## config.mk

```make
export PLATFORM = sky130hd
export DESIGN_NAME = vc_mem_arb3
export DESIGN_NICKNAME = d
export VERILOG_FILES = /design/src/rtl/vc_mem_arb3.sv
export SDC_FILE = /design/constraint.sdc
export NUM_CORES = 1
export LEC_CHECK = 0
export ABC_CLOCK_PERIOD_IN_PS = 2750
export CAP_MARGIN = 5
export CELL_PAD_IN_SITES_DETAIL_PLACEMENT = 2
export CELL_PAD_IN_SITES_GLOBAL_PLACEMENT = 2
export CORE_MARGIN = 2
export CORE_UTILIZATION = 10
export CTS_CLUSTER_SIZE = 24
export DETAILED_ROUTE_END_ITERATION = 8
export GPL_TIMING_DRIVEN = 0
export PLACE_DENSITY = 0.85
export RECOVER_POWER = 100
export SYNTH_ARGS = -nofsm -noshare
export SYNTH_HDL_FRONTEND = slang
export SYNTH_SLANG_ARGS = --single-unit
```

## constraint.sdc

```tcl
create_clock -name clk -period 2.75 [get_ports clk]
set_input_delay 0.275 -clock clk [delete_from_list [all_inputs] [get_ports clk]]
set_output_delay 0.275 -clock clk [all_outputs]
set_load 0.02 [all_outputs]
```

## src/rtl/vc_mem_arb3.sv

```systemverilog
// vc_mem_arb3: three-port val/rdy arbiter onto one in-order memory port.
// Define VC_MEM_ARB3_FIXED_PRIO_EN for fixed priority 0 > 1 > 2.
module vc_mem_arb3 #(
  parameter int p_addr_sz   = 16,
  parameter int p_data_sz   = 32,
  parameter int p_tag_depth = 4,
  localparam int LEN_SZ  = $clog2(p_data_sz/8),
  localparam int REQ_SZ  = 1 + p_addr_sz + LEN_SZ + p_data_sz,
  localparam int RESP_SZ = 1 + LEN_SZ + p_data_sz
) (
  input  logic               clk,
  input  logic               reset,
  input  logic               memreq0_val,
  output logic               memreq0_rdy,
  input  logic [REQ_SZ-1:0]  memreq0_msg,
  input  logic               memreq1_val,
  output logic               memreq1_rdy,
  input  logic [REQ_SZ-1:0]  memreq1_msg,
  input  logic               memreq2_val,
  output logic               memreq2_rdy,
  input  logic [REQ_SZ-1:0]  memreq2_msg,
  output logic               memresp0_val,
  input  logic               memresp0_rdy,
  output logic [RESP_SZ-1:0] memresp0_msg,
  output logic               memresp1_val,
  input  logic               memresp1_rdy,
  output logic [RESP_SZ-1:0] memresp1_msg,
  output logic               memresp2_val,
  input  logic               memresp2_rdy,
  output logic [RESP_SZ-1:0] memresp2_msg,
  output logic               mem_memreq_val,
  input  logic               mem_memreq_rdy,
  output logic [REQ_SZ-1:0]  mem_memreq_msg,
  input  logic               mem_memresp_val,
  output logic               mem_memresp_rdy,
  input  logic [RESP_SZ-1:0] mem_memresp_msg
);

  localparam int PW = $clog2(p_tag_depth);

  logic [1:0]    r_tags [p_tag_depth];
  logic [PW-1:0] r_wptr;
  logic [PW-1:0] r_rptr;
  logic [PW:0]   r_count;

  logic [2:0] w_val;
  logic [2:0] w_rsp_rdy;
  logic [1:0] w_gid;
  logic [1:0] w_head;
  logic       w_any;
  logic       w_full;
  logic       w_empty;
  logic       w_req_ok;
  logic       w_push;
  logic       w_pop;

  assign w_val     = {memreq2_val, memreq1_val, memreq0_val};
  assign w_rsp_rdy = {memresp2_rdy, memresp1_rdy, memresp0_rdy};
  assign w_any     = |w_val;
  assign w_full    = (r_count == (PW+1)'(p_tag_depth));
  assign w_empty   = (r_count == '0);
  assign w_head    = r_tags[r_rptr];

`ifdef VC_MEM_ARB3_FIXED_PRIO_EN
  // Fixed priority: lowest-numbered valid port wins
  always_comb begin
    w_gid = 2'd2;
    if (w_val[0])      w_gid = 2'd0;
    else if (w_val[1]) w_gid = 2'd1;
  end
`else
  logic [1:0] r_prio;
  logic [1:0] w_p1;
  logic [1:0] w_p2;

  function automatic logic [1:0] f_inc(input logic [1:0] p);
    return (p == 2'd2) ? 2'd0 : p + 2'd1;
  endfunction

  assign w_p1 = f_inc(r_prio);
  assign w_p2 = f_inc(w_p1);

  // Round-robin: scan from the port holding top priority
  always_comb begin
    w_gid = r_prio;
    if (w_val[r_prio])    w_gid = r_prio;
    else if (w_val[w_p1]) w_gid = w_p1;
    else if (w_val[w_p2]) w_gid = w_p2;
  end

  // Port after the last winner becomes top priority
  always_ff @(posedge clk) begin
    if (reset)       r_prio <= 2'd0;
    else if (w_push) r_prio <= f_inc(w_gid);
  end
`endif

  assign w_req_ok       = w_any & mem_memreq_rdy & ~w_full;
  assign mem_memreq_val = w_any & ~w_full;
  assign memreq0_rdy    = w_req_ok & (w_gid == 2'd0);
  assign memreq1_rdy    = w_req_ok & (w_gid == 2'd1);
  assign memreq2_rdy    = w_req_ok & (w_gid == 2'd2);

  // Forward the granted request message unchanged
  always_comb begin
    mem_memreq_msg = memreq0_msg;
    unique case (1'b1)
      (w_gid == 2'd1): mem_memreq_msg = memreq1_msg;
      (w_gid == 2'd2): mem_memreq_msg = memreq2_msg;
      default: ;
    endcase
  end

  assign w_push = mem_memreq_val & mem_memreq_rdy;
  assign w_pop  = mem_memresp_val & mem_memresp_rdy;

  // Responses go to the oldest outstanding requester
  assign mem_memresp_rdy = w_rsp_rdy[w_head] & ~w_empty;
  assign memresp0_val = mem_memresp_val & ~w_empty & (w_head == 2'd0);
  assign memresp1_val = mem_memresp_val & ~w_empty & (w_head == 2'd1);
  assign memresp2_val = mem_memresp_val & ~w_empty & (w_head == 2'd2);
  assign memresp0_msg = mem_memresp_msg;
  assign memresp1_msg = mem_memresp_msg;
  assign memresp2_msg = mem_memresp_msg;

  // Tag storage: record the winner of each memory request
  always_ff @(posedge clk) begin
    if (w_push) r_tags[r_wptr] <= w_gid;
  end

  // Tag FIFO pointers and occupancy
  always_ff @(posedge clk) begin
    if (reset) begin
      r_wptr  <= '0;
      r_rptr  <= '0;
      r_count <= '0;
    end else begin
      if (w_push) r_wptr <= r_wptr + 1'b1;
      if (w_pop)  r_rptr <= r_rptr + 1'b1;
      unique case ({w_push, w_pop})
        2'b10:   r_count <= r_count + 1'b1;
        2'b01:   r_count <= r_count - 1'b1;
        default: ;
      endcase
    end
  end

endmodule

```

==> results.tsv, run 1 <==
metric	value	unit
status	finished, final reports clean	
Initial Utilization	10.1	%
Syn Area/Cell	7.33	um^2
Die Width	172	um
Std-Cell Core Area	0.0277	mm^2
synthesized flop and latch total	19	
Worst Tran Pin Value	0.559	ns
clock root buffer master	clkbuf_16	
wirelength, routed	17600	um
top post-synthesis cells by area	buf_4, a22oi_1, a21oi_1	
HPWL Detailed	15500	um
Ports	362	
vias per inst	3.64	
Placed Area	0.00655	mm^2
prevailing post-synth register cell	dfxtp_1	
vias in the first global route	4512	
Syn Inst Count	383	
Finished Core Util	24.4	%
total number of vias	4010	
Peak VDD IR	0.189	mV
row count	61	
worst hold path class	reg2reg	
Max Clock Skew	0.00271	ns
element type at the critical path end	flop	
power per cell area	367	mW/mm^2
port bufs	326	
kind of critical path	reg2reg	
Post-synth EDFFs	8	
largest net degree at the start of global routing	13	
register area share after synthesis	16.4	%
# setup viols final	0	
gr usage total	11.3	%
drt initial violations	97	
library cells used by synthesis	37	
CTS max path bufs	2	
TritonCTS clock tree	yes	
die area	0.0294	mm^2
grt total ovfl	0	
element type at the critical path start	flop	
die height	172	um
Routed Antenna Nets	0	
Final min period	2.74	ns
DRT Pass-1 Iters	4	
Yosys top cell area share	28.1	%
Finished Cell Area	0.00676	mm^2
first-pass GRT wire length	25700	um
Rel. slew slack	62.4	%
initial antenna violation count	1	
share of layout cells above drive strength 1	30.3	%
RePlAce Congestion	0.767	
Max Cap Violations	0	
R2R Setup Slk	0.01	ns
wire length per cell	16.0	um
Yosys warnings	0	
nets@finish	933	
Static Leak	2.75	nW
crit path max fanout	3	
Final period util	99.5	%
RSZ-0062 raised after global routing	true	
cts bufs inserted	3	
Pins Over Slew Limit	0	
final hold violations	0	
Worst Path Arrival	2.92	ns
most frequent cells in the layout	clkdlybuf4s50_1, buf_4, dlygate4sd3_1	
synthesized net count	592	
Async SR Flop Fraction	0	%
Min Hold Slack	0.565	ns
fmax	366	MHz
most common cell after layout, fill and taps aside	clkdlybuf4s50_1	
setup tns final	0	ns
cell taking the most area after synthesis	buf_4	
Data required, critical path	2.93	ns
H-tree Lvls	1	
Syn-to-layout area delta	141	%
post-synthesis instance area	0.00281	mm^2
detailed-route DRC error count	0	
clock slew at reported path FFs	0.06	ns
CTS sink cnt	19	
Clk Latency, worst-skew pair	0.25	ns
==> cells in the mapped netlist, types with 3 or more instances <==
library cell  number
a21oi_1           54
a22oi_1           51
and2_1             7
buf_1              5
buf_4            105
clkbuf_1          20
dfxtp_1           11
edfxtp_1           8
ha_1              10
inv_1             12
mux2i_1            4
nor2_1            62
nor2b_1            3
o21ai_0            4
==> per-layer routing <==
layer  wire length [um]  track usage [%]
met5                  0                0
met1               6040             11.6
met2              10100             23.1
met4                299             2.36
met3               1200             2.35
==> worst max-delay path: stages (launching register included) <==
cell	delay [ns]
dfxtp_4	0.36
mux4_2	0.52
or3b_4	0.42
o22ai_4	0.19
ha_2	0.21
inv_1	0.05
fa_2	0.33
xor2_1	0.16
or3_1	0.32
a21oi_2	0.11
==> metrics by stage <==
stage	total power [mW]	setup slack (ns)	instances
after CTS	2.62	0.00204	1097
after global routing	2.65	-0.117	1102
after detailed placement	2.27	-1.51	1087
final	2.48	0.0148	1102
after global placement	2.23	-1.48	1087
after floorplan	1.28	0.0177	383
==> logic make-up after synthesis <==
logic type | after synthesis | synth area share (%)
AOI/OAI and AO/OA | 120 | 27.6
buffers and inverters | 142 | 33.0
muxes | 9 | 4.63
xor gates and xnor gates | 3 | 0.936
and+or+nand+nor | 79 | 12.2
adders and majority gates | 11 | 5.17
DFF | 19 | 16.4
==> path summary, 6_finish.rpt <==
path / start / endpoint / cells after the start
setup / recovery: flop / r_count[2]$_SDFFE_PP0P_ / 9
hold / removal: r_prio[0]$_SDFFE_PP0P_ / r_prio[0]$_SDFFE_PP0P_ / 2
setup reg to reg: flop / r_count[2]$_SDFFE_PP0P_ / 9
hold reg to reg: r_prio[0]$_SDFFE_PP0P_ / r_prio[0]$_SDFFE_PP0P_ / 2
==> cell type report <==
type,count,area [um^2]
clock inverter,1,7.51
antenna,1,2.50
clock buffer,3,75.1
tap,378,473
timing repair buffer,338,3200
sequential,19,465
fill,3239,20900
multi-input combinational,222,1530
buffer,128,958
inverter,12,45.0
==> report_power, final <==
| group | leakage (nW) | switching [mW] | internal [mW] | total (mW) |
|---|---|---|---|---|
| Combinational | 2.54 | 0.955 | 0.863 | 1.82 |
| Clock | 0.0371 | 0.106 | 0.196 | 0.303 |
| Sequential | 0.166 | 0.0313 | 0.327 | 0.358 |
| Total | 2.75 | 1.09 | 1.39 | 2.48 |
==> repair_timing <==
item,CTS,global route
endpoints found under the setup margin,58,53
resized for setup,216,47
pin swaps,11,7
hold buffers,0,0
buffers inserted,8,4
gates cloned,0,0
(Power assumes the default switching activity.)
==> run 2: changes to the inputs <==
CTS_CLUSTER_SIZE = 12   (was 24)
==> results of run 2 <==
The final DEF is identical to that of run 1; final timing and power are the same.
